`src/rtl/dct_1d_seq.sv`:
```
// Sequential 8-point DCT-II: captures one vector, then produces one output
// coefficient per clock with eight parallel multipliers over the row selected by k.
module dct_1d_seq #(
    parameter int IN_W      = 8,
    parameter int COEF_W    = 8,
    parameter int OUT_W     = 8,
    parameter int SHIFT     = 11,
    parameter int SIGNED_IN = 0
) (
    input  logic                 clk,
    input  logic                 rst,
    input  logic                 in_valid,
    output logic                 in_ready,
    input  logic [8*IN_W-1:0]    in_data,
    output logic                 out_valid,
    input  logic                 out_ready,
    output logic [8*OUT_W-1:0]   out_data,
    output logic                 busy
);

    localparam int ACC_W = IN_W + COEF_W + 4;
    localparam int PROD_W = IN_W + COEF_W + 1;

    // cos(m*pi/16) in Q30, rounded half-up to COEF_W-1 fractional bits.
    function automatic longint cos_mag(input int m);
        longint q;
        int     s;
        case (m)
            1:       q = 64'sd1053110176;
            2:       q = 64'sd992008094;
            3:       q = 64'sd892783698;
            4:       q = 64'sd759250125;
            5:       q = 64'sd596538995;
            6:       q = 64'sd410903207;
            7:       q = 64'sd209476638;
            default: q = 64'sd0;
        endcase
        s = 30 - (COEF_W - 1);
        return (q + (longint'(1) <<< (s - 1))) >>> s;
    endfunction

    // Row k, column n lives at slot k*8+n; signs come from the quadrant of (2n+1)k*pi/16.
    function automatic logic [64*COEF_W-1:0] build_coefs();
        logic [64*COEF_W-1:0] t;
        int     a;
        bit     neg;
        longint m;
        t = '0;
        for (int k = 0; k < 8; k++) begin
            for (int n = 0; n < 8; n++) begin
                neg = 1'b0;
                if (k == 0) begin
                    a = 4;
                end else begin
                    a = ((2 * n + 1) * k) % 32;
                    if (a > 8 && a <= 16) begin
                        a   = 16 - a;
                        neg = 1'b1;
                    end else if (a > 16 && a <= 24) begin
                        a   = a - 16;
                        neg = 1'b1;
                    end else if (a > 24) begin
                        a = 32 - a;
                    end
                end
                m = cos_mag(a);
                t[(k * 8 + n) * COEF_W +: COEF_W] = COEF_W'(neg ? -m : m);
            end
        end
        return t;
    endfunction

    localparam logic [64*COEF_W-1:0] COEFS = build_coefs();
    localparam logic signed [ACC_W-1:0] ROUND  = ACC_W'(1) << (SHIFT - 1);
    localparam logic signed [ACC_W-1:0] SAT_HI = ACC_W'((64'd1 << (OUT_W - 1)) - 64'd1);
    localparam logic signed [ACC_W-1:0] SAT_LO = ~SAT_HI;

    typedef enum logic [1:0] {IDLE, COMPUTE, DONE} state_t;

    state_t                      state;
    logic [2:0]                  k;
    logic [8*IN_W-1:0]           x_reg;

    logic [IN_W-1:0]             xs   [8];
    logic signed [IN_W:0]        xe   [8];
    logic signed [COEF_W-1:0]    c    [8];
    logic signed [PROD_W-1:0]    prod [8];
    logic signed [ACC_W-1:0]     acc;
    logic signed [ACC_W-1:0]     shifted;
    logic signed [OUT_W-1:0]     y;

    // One full inner product per cycle for the row selected by k.
    always_comb begin
        acc = '0;
        for (int n = 0; n < 8; n++) begin
            xs[n]   = x_reg[(7 - n) * IN_W +: IN_W];
            xe[n]   = {((SIGNED_IN != 0) && xs[n][IN_W-1]), xs[n]};
            c[n]    = COEFS[(int'(k) * 8 + n) * COEF_W +: COEF_W];
            prod[n] = xe[n] * c[n];
            acc     = acc + ACC_W'(prod[n]);
        end
        shifted = (acc + ROUND) >>> SHIFT;
        if (shifted > SAT_HI)
            y = SAT_HI[OUT_W-1:0];
        else if (shifted < SAT_LO)
            y = SAT_LO[OUT_W-1:0];
        else
            y = shifted[OUT_W-1:0];
    end

    assign in_ready = ~rst & ((state == IDLE) | ((state == DONE) & out_ready));

    always_ff @(posedge clk or posedge rst) begin
        if (rst) begin
            state     <= IDLE;
            k         <= '0;
            x_reg     <= '0;
            out_data  <= '0;
            out_valid <= 1'b0;
            busy      <= 1'b0;
        end else begin
            case (state)
                IDLE: begin
                    if (in_valid) begin
                        x_reg <= in_data;
                        k     <= '0;
                        state <= COMPUTE;
                        busy  <= 1'b1;
                    end
                end
                COMPUTE: begin
                    out_data[(7 - int'(k)) * OUT_W +: OUT_W] <= y;
                    k <= k + 3'd1;
                    if (k == 3'd7) begin
                        state     <= DONE;
                        out_valid <= 1'b1;
                        busy      <= 1'b0;
                    end
                end
                DONE: begin
                    // Releasing the result with a new vector waiting skips IDLE entirely.
                    if (out_ready) begin
                        out_valid <= 1'b0;
                        if (in_valid) begin
                            x_reg <= in_data;
                            k     <= '0;
                            state <= COMPUTE;
                            busy  <= 1'b1;
                        end else begin
                            state <= IDLE;
                        end
                    end
                end
                default: state <= IDLE;
            endcase
        end
    end

endmodule

```
`config.mk`:
```
export PLATFORM = sky130hd
export DESIGN_NAME = dct_1d_seq
export DESIGN_NICKNAME = d
export VERILOG_FILES = /design/src/rtl/dct_1d_seq.sv
export SDC_FILE = /design/constraint.sdc
export NUM_CORES = 1
export LEC_CHECK = 0
export CAP_MARGIN = 10
export CELL_PAD_IN_SITES_DETAIL_PLACEMENT = 2
export CELL_PAD_IN_SITES_GLOBAL_PLACEMENT = 2
export CORE_MARGIN = 10
export CORE_UTILIZATION = 40
export DETAILED_ROUTE_END_ITERATION = 6
export PLACE_DENSITY_LB_ADDON = 0.1
export SLEW_MARGIN = 20
export SYNTH_ARGS = -nofsm -noshare
export SYNTH_HDL_FRONTEND = slang
export SYNTH_SLANG_ARGS = --single-unit
export TNS_END_PERCENT = 100
```
`constraint.sdc`:
```
create_clock -name clk -period 10.6 [get_ports clk]
set_input_delay 2.12 -clock clk [delete_from_list [all_inputs] [get_ports clk]]
set_output_delay 2.12 -clock clk [all_outputs]
set_load 0.02 [all_outputs]
```
### Yosys cells after proc, flatten, opt, wreduce, memory -nomap -nowiden

Cells that the tools add are included.

* add/sub/neg operators: 18
* multiply operators: 8
* divide/modulo/power cells: 0
* order comparisons: 2
* eq/ne operators: 6
* shifts and indexed selects: 10
* multiplexer cells: 21
* bitwise operators: 4
* reduce and logical (&&, ||, !) cells: 9

Operators by type and width (count)
* variable part select 512 x 11 -> 8 bit (first input constant): 7
* variable part select 512 x 10 -> 8 bit (first input constant): 1
* multiplier 9 x 8 -> 17 bit: 8
* two-way mux 64 bit: 2
* one-hot mux 64 bit (2 select lines): 1
* adder 20 x 17 -> 20 bit: 4
* bitwise mux 64 bit: 1
* variable shift 8 x 33 -> 64 bit (first input constant): 1
* variable part select 8 x 33 -> 64 bit: 1
* negator 7 -> 33 bit: 1
* adder 6 x 3 -> 7 bit (second input constant): 4
* adder 19 x 17 -> 20 bit: 1
* adder 20 x 12 -> 20 bit (second input constant): 1
* adder 18 x 17 -> 19 bit: 1
* adder 17 x 17 -> 18 bit: 1
* two-way mux 8 bit: 2
* adder 6 x 2 -> 7 bit (second input constant): 2
* greater-than comparator 9 x 8 -> 1 bit (second input constant): 1
* less-than comparator 9 x 8 -> 1 bit (second input constant): 1
* one-hot mux 3 bit (3 select lines): 1
* AND reduction 3 bit: 3
* adder 6 x 1 -> 7 bit (second input constant): 1
* two-way mux 1 bit: 6
* two-way mux 2 bit: 3
* other kinds (17): 23

* flip-flop bits (word level): 135
* latch bits: 0
* bits in writable memories: 0
* memory bits (read-only): 0
* input bits: 68
* logic and storage cells: 84
* memories: 0

### Longest topological paths before layout

Gate-level depths: netlist (run 1).

* word-level depth: 16
* gate-level depth with buffers: 37

### Least setup slack after synthesis (run 1)

Ideal clock, no wire load.

* kind: reg-to-reg
* start point: register k[1]
* end point: register out_data[36]
* library setup time: 0.074 ns
* arrival: 9.590 ns
* data required time: 10.526 ns
* path slack: 0.936 ns
* cell stages (with the launch flop): 31
* clock period less this slack: 9.664 ns
* path through: dfrtp_1 -> clkbuf_1 -> inv_1 -> clkbuf_1 -> ha_1 -> buf_1 -> nand2_1 -> o21ai_0 -> and2_1 -> fa_1 -> inv_1 -> fa_1 -> fa_1 -> fa_1 -> inv_1 -> fa_1 -> fa_1 -> fa_1 -> fa_1 -> fa_1 -> inv_1 -> fa_1 -> inv_1 -> ha_1 -> a21o_1 -> a311o_1 -> o211ai_2 -> o21ai_2 -> or3b_1 -> maj3_4 -> o21ai_2

* word-level cells in the longest chain between the ends: 16
* elaborated cells on any way between the ends: 40

RTL lines
* start: declaration: line 81 `logic [2:0] k;`
* start signal: assignment: line 133 `k <= k + 3'd1;`
* adder 6 x 1 -> 7 bit: line 98 `c[n] = COEFS[(int'(k) * 8 + n) * COEF_W +: COEF_W];`
* variable part select 512 x 11 -> 8 bit: line 98
* multiplier 9 x 8 -> 17 bit: line 99 `prod[n] = xe[n] * c[n];`
* adder 17 x 17 -> 18 bit: line 100 `acc = acc + ACC_W'(prod[n]);`
* adder 18 x 17 -> 19 bit: line 100
* adder 19 x 17 -> 20 bit: line 100
* adder 20 x 17 -> 20 bit (4 in a row): line 100
* adder 20 x 12 -> 20 bit: line 102 `shifted = (acc + ROUND) >>> SHIFT;`
* less-than comparator 9 x 8 -> 1 bit: line 105 `else if (shifted < SAT_LO)`
* two-way mux 8 bit: line 105
* two-way mux 8 bit: line 103 `if (shifted > SAT_HI)`
* variable part select 8 x 33 -> 64 bit: line 132 `out_data[(7 - int'(k)) * OUT_W +: OUT_W] <= y;`
* bitwise mux 64 bit *: line 132
* end signal: indexed assignment: line 132
* end: declaration: line 17 `output logic [8*OUT_W-1:0] out_data,`

Mark *: on every way between the ends. The rest lies on a longest branch, timed or not.
A chain may end at the register's enable or synchronous reset.

### Final worst setup path (run 1)

* start point: register k[0]
* end point: register out_data[62]

Same word-level chain as after synthesis.

==> out/results.ini, run 1 <==
[synthesis]
synth_top_cell_area_share_pct=40.3
synth_fp_nets=3374
async_reset_ff_share_pct=100
synth-edff-count=0
synth_ff_type=dfrtp_1
syn_area_um2=24200
synth_area_leaders=fa_1 (40%), dfrtp_1 (14%), ha_1 (14%), inv_1 (9.1%), nand2_1 (6.0%)
syn_inst=2551
synth_top_cell_by_area=fa_1
ys_warn_count=0
ys_seq_area_share_pct=14.0
ys_types=51
postSynthAreaPerCell_um2=9.49
ys_ff_latch=135

[timing]
max-slew-margin-rel_pct=30.0
final.setup_skew_ns=0.0271
setup-violations-final=0
finalHoldViolations=0
fmax_mhz=98.2
worst_pin_slew_ns=1.05
fin_crit_sh_pct=96.1
setup-tns-final_ns=0
fin_crit_ns=10.19
slew_viol_final=0
rsz0062_at_grt=false
hold_ws_ns=0.500

[final_layout]
drive_gt1_share_pct=4.31
fin_nets=3502
fill_cells=6483
area_growth_pct=12.2
antenna_cells=0
final_core_util_pct=45.2

[drt]
ant_nets=0
drtIter0Drc=776
met3_length_um=3780
drtPass1Iterations=4
drc=0
avgRoutedWirePerCell_um=23.6
wl_met2_um=42300
drt-met1-wl_um=33500
viasPerCell=5.03
drt-total-wl_um=81900
vias=17500
topRoutingLayerUsed=met4

[placed_design]
globalplace.congestion=0.885
dp_hpwl_um=70100
io_buffers=134

[cts]
clk_pin_slew_worst_paths_ns=0.09
cts_buffer_depth=2
clk_latency_ns=0.50
cts-root-buf=clkbuf_16
numCtsBuffers=17
cts_sinks=135
cts-hold-fix-buffers=0
htree_levels=4
cts_tree=yes
cts_setup_buffers=0
cts_resized=0

[critical_path]
crit_start=k[0]
critPathKind=reg2reg
rr_worst_depth=27
r2r_start=k[0]
cp_data_arrival_time_ns=10.53
r2r_setup_slack_ns=0.41
cp_max_fo=11
regToRegEndpoint=out_data[62]
end_kind=register
crit_required_ns=10.95
start_kind=register

[floorplanning]
start_util_pct=40.3
std_cell_rows=90
die_h_um=266
pin_count=135
die_w_um=266
die_area_um2=70800
core_area_um2=60100

[min_path]
min_to=out_data[61]
hp-start=out_data[61]
hold_path_depth=2
hp-class=reg2reg

[grt]
grt_max_degree=85
track_usage_pct=24.3
grt_overflow=0
grt_pass1_vias=21200
grt_pass1_wl_um=128000
antenna_found_initial=1

[job]
maxCapViolations=0

[status]
status=finished, final reports clean

==> worst max-delay path, stage by stage, from the launching register on <==
cell and delay (ns):
dfrtp_1 0.38, buf_4 0.18, ha_1 0.30, nor2b_1 0.21
a21oi_1 0.83, nand2_1 0.18, fa_1 0.53, inv_1 0.05
fa_1 0.49, inv_1 0.05, fa_1 0.50, fa_1 0.58
fa_1 0.55, fa_1 0.52, inv_1 0.06, fa_1 0.55
fa_1 0.44, fa_1 0.55, inv_1 0.06, fa_1 0.67
inv_1 0.08, ha_1 0.39, a211o_2 0.37, nor3_1 0.41
o21ai_2 0.16, xnor2_2 0.44, maj3_2 0.39, o21ai_0 0.12
==> kinds of logic after synthesis <==
group / count (synthesis) / share of synthesized area (%)
and+or+nand+nor: 846 / 17.0
adders and majority gates: 762 / 54.5
buffers and inverters: 648 / 10.3
AOI/OAI and AO/OA: 140 / 3.42
DFF: 135 / 14.0
xor gates and xnor gates: 17 / 0.646
muxes: 3 / 0.134
==> per-layer routing <==
| layer | GRT usage (%) | vias up |
|---|---|---|
| met3 | 4.58 | 77 |
| met4 | 7.44 | 0 |
| met1 | 29.1 | 9313 |
| met5 | 0 | - |
| li1 | - | 7780 |
| met2 | 43.4 | 311 |
==> worst max-delay path by stage <==
stage,slack (ns),to
global placement,0.52,out_data[46]
floorplan,0.94,out_data[36]
CTS,0.20,out_data[62]
finish,0.41,out_data[62]
detailed placement,0.24,out_data[54]
global route,0.01,out_data[51]
==> cell usage in the layout (no fill, tap or decap), types with 12 or more instances in the layout <==
cell type | netlist | final
a21oi_1 | 27 | 26
and2_1 | 211 | 211
and3_1 | 13 | 13
buf_4 | 2 | 37
clkbuf_16 | 0 | 17
clkdlybuf4s50_1 | 0 | 134
dfrtp_1 | 135 | 134
fa_1 | 487 | 487
ha_1 | 268 | 267
inv_1 | 586 | 585
nand2_1 | 389 | 388
nand2b_1 | 42 | 42
nand3_1 | 17 | 17
nor2_1 | 70 | 67
nor2b_1 | 75 | 75
o21ai_0 | 32 | 31
o21ai_1 | 42 | 43
or2_2 | 12 | 12
xnor2_1 | 13 | 13
==> area by class of cell <==
| class | count | area, um^2 | area share [%] |
|---|---|---|---|
| Clock buffer | 17 | 425 | 1.57 |
| Clock inverter | 15 | 180 | 0.664 |
| Inverter | 586 | 2200 | 8.12 |
| Multi-Input combinational cell | 1768 | 18400 | 67.6 |
| Sequential cell | 135 | 3380 | 12.5 |
| Tap cell | 782 | 978 | 3.60 |
| Timing Repair Buffer | 171 | 1620 | 5.96 |
==> metrics by stage <==
step | setup WS, ns | area (um^2) | instances
after floorplan | 0.936 | 24200 | 2551
final | 0.412 | 27200 | 3474
after detailed placement | 0.240 | 26500 | 3442
after global placement | 0.522 | 26500 | 3442
after global routing | 0.0110 | 27200 | 3474
after CTS | 0.205 | 27100 | 3474
==> Yosys cell counts (9+ instances only) <==
library cell,number
o21ai_1,42
dfrtp_1,135
or2_2,12
clkbuf_1,39
xnor2_1,13
and2_1,211
o21ai_0,32
ha_1,268
nand2_1,389
nand3_1,17
fa_1,487
and3_1,13
a21oi_1,27
nor2_1,70
inv_1,586
o21ai_2,10
nand2b_1,42
nor2b_1,75
a21o_1,9
buf_1,9
Power of run 1 is left out: the tool's default activity adds up to more than one toggle a clock period on the data nets, which glitch-free logic cannot reach.
==> run 2: changes to the inputs <==
--- a/config.mk
+++ b/config.mk
@@ -10,7 +10,9 @@
 export CELL_PAD_IN_SITES_GLOBAL_PLACEMENT = 2
 export CORE_MARGIN = 10
 export CORE_UTILIZATION = 40
+export CTS_CLUSTER_SIZE = 30
 export DETAILED_ROUTE_END_ITERATION = 6
+export GPL_TIMING_DRIVEN = 1
 export PLACE_DENSITY_LB_ADDON = 0.1
 export SLEW_MARGIN = 20
 export SYNTH_ARGS = -nofsm -noshare
==> results of run 2 <==
Final layout, timing and power as in run 1 (identical DEF).
Power of run 2 is left out for the same reason.
==> run 3: changes to the inputs <==
--- a/config.mk
+++ b/config.mk
@@ -8,8 +8,10 @@
 export CAP_MARGIN = 10
 export CELL_PAD_IN_SITES_DETAIL_PLACEMENT = 2
 export CELL_PAD_IN_SITES_GLOBAL_PLACEMENT = 2
+export CORE_ASPECT_RATIO = 1.25
 export CORE_MARGIN = 10
 export CORE_UTILIZATION = 40
+export CTS_BUF_LIST = sky130_fd_sc_hd__clkbuf_8
 export CTS_CLUSTER_SIZE = 30
 export DETAILED_ROUTE_END_ITERATION = 6
 export GPL_TIMING_DRIVEN = 1
==> out/results.ini, run 3 (synthesis gave the netlist of run 1 again) <==
[status]
status=finished, final reports clean

[timing]
slew_viol_final=0  ; unchanged
finalHoldViolations=0  ; unchanged
max-slew-margin-rel_pct=30.6  ; +0.59 points
fin_crit_sh_pct=96.6  ; +0.49 points
setup-tns-final_ns=0  ; unchanged
fin_crit_ns=10.24  ; +0.0515 ns
final.setup_skew_ns=0.0342  ; +0.00716 ns
setup-violations-final=0  ; unchanged
fmax_mhz=97.7  ; -0.50%
rsz0062_at_grt=false
worst_pin_slew_ns=1.04  ; -0.0126 ns
hold_ws_ns=0.498  ; -0.00159 ns

[critical_path]
crit_end=out_data[6]
regToRegEndpoint=out_data[6]
cp_top_family=adder cells
r2r_setup_slack_ns=0.36  ; -0.05 ns
timing.critical_path.mode_cell=fa_1
cp_data_arrival_time_ns=10.65  ; +0.12 ns
start_kind=register
slowest_delay_ns=0.70  ; -0.13 ns
cp_slowest_cell=nand2_1
cp_max_fo=22  ; +11
r2r_start=k[0]
crit_start=k[0]
path_depth=27  ; unchanged
cp_num_buf_inv=7  ; +1
end_kind=register
rr_worst_depth=27  ; unchanged
crit_required_ns=11.01  ; +0.06 ns
critPathKind=reg2reg

[final_layout]
area_growth_pct=11.1
final_cells=3454  ; -0.58%
multi_input_area_um2=18300  ; about the same
stdcell_area_um2=26900  ; -0.98%
final_cell_mix=inv_1 (585), fa_1 (487), nand2_1 (389)
drive_gt1_share_pct=4.02  ; -0.29 points
final_common_cell=inv_1
seq_area_um2=3380  ; about the same
fin_nets=3498  ; -0.11%
fill_cells=6445  ; -0.59%

[grt]
grt_max_degree=92  ; +8.2%
grt_pass1_wl_um=134000  ; +4.2%
grt_overflow=0  ; unchanged
antenna_found_initial=2  ; +1
track_usage_pct=25.8  ; +1.5 points
grt_pass1_vias=21700  ; +2.2%

[placed_design]
globalplace.congestion=0.917  ; +3.6%
place_area_um2=26500  ; -0.19%
io_buffers=134  ; unchanged
dp_cells=3421  ; -0.61%
dp_hpwl_um=74600  ; +6.4%

[drt]
drtPass1Iterations=5  ; +1
drtIter0Drc=706  ; -9.0%
avgRoutedWirePerCell_um=25.2  ; +6.7%
viasPerCell=5.14  ; +2.1%
ant_nets=0  ; unchanged
drt-total-wl_um=86900  ; +6.1%
vias=17700  ; +1.5%
drc=0  ; unchanged

[floorplanning]
die_h_um=295  ; +11%
pin_count=135  ; unchanged
die_area_um2=70800  ; about the same
start_util_pct=40.5  ; +0.22 points
core_area_um2=59800  ; -0.54%
std_cell_rows=100  ; +11%
die_w_um=240  ; -9.8%

[min_path]
hold_path_depth=2  ; unchanged
hp-class=reg2reg

[job]
maxCapViolations=0  ; unchanged

[cts]
numCtsBuffers=17  ; unchanged
cts_setup_buffers=0  ; unchanged
clk_pin_slew_worst_paths_ns=0.11  ; +0.02 ns
cts_tree=yes
cts-root-buf=clkbuf_8
htree_levels=4  ; unchanged
clk_latency_ns=0.58  ; +0.08 ns
cts_buffer_depth=2  ; unchanged
cts_sinks=135  ; unchanged

## run 3: changes by cell type in the layout (fill, tap and decap cells not counted), sizes merged
cell,before,now
clkinvlp,3,1
diode,0,1
clkinv,6,5
buf,37,33
inv,592,595
## run 3: worst min-delay path by stage
stage / endpoint / slack, ns / from
after floorplan: x_reg[56] / 0.52 / x_reg[56]
after global placement: out_data[47] / 0.47 / out_data[47]
after detailed placement: out_data[57] / 0.48 / out_data[57]
after CTS: out_data[54] / 0.50 / out_data[54]
after global routing: out_data[20] / 0.53 / out_data[20]
final: out_data[54] / 0.50 / out_data[54]
## run 3: through the flow
| stage | setup WS [ns] | utilization, % |
|---|---|---|
| 2_1_floorplan | 0.936 | - |
| 3_3_place_gp | 0.425 | 44.3 |
| 3_5_place_dp | 0.269 | 44.3 |
| 4_1_cts | 0.247 | 44.9 |
| 5_1_grt | 0.0100 | 45.0 |
| 6_report | 0.361 | 45.0 |
## run 3: worst reg2reg max path, cell delays in order (launching register included)
cell and delay, ns:
dfrtp_1 0.37, buf_4 0.37, nand2_1 0.50, nand2_1 0.70
buf_4 0.26, nand2_1 0.09, fa_1 0.55, inv_1 0.05
fa_1 0.51, fa_1 0.55, inv_1 0.05, fa_1 0.50
fa_1 0.52, fa_1 0.52, inv_1 0.06, fa_1 0.59
fa_1 0.46, fa_1 0.56, inv_1 0.06, fa_1 0.59
inv_1 0.07, ha_1 0.37, a211o_2 0.35, nor3_1 0.39
o21ai_2 0.14, xnor2_2 0.42, maj3_2 0.38, o21ai_0 0.12
## run 3: repair_timing
action,4_1_cts,5_1_grt
setup endpoints to repair,0,56
hold buffers,0,0
resized for setup,0,1
## run 3: final cells by class
class                   instances  area share [%]
multi-input cells            1768            68.2
inverters                     586            8.20
flip-flops and latches        135            12.6
clock inverters                15           0.642
diodes                          1         0.00931
repair buffers                167            5.91
clock buffers                  17           0.870
well taps                     765            3.56
## run 3: layer usage
metal,up-vias,share of wire [%],track usage [%]
li1,7762,-,-
met1,9532,38,28.4
met2,300,55,48.4
met3,152,3.4,4.50
met4,0,3.8,9.55
met5,-,0,0
Power of run 3 is left out for the same reason.
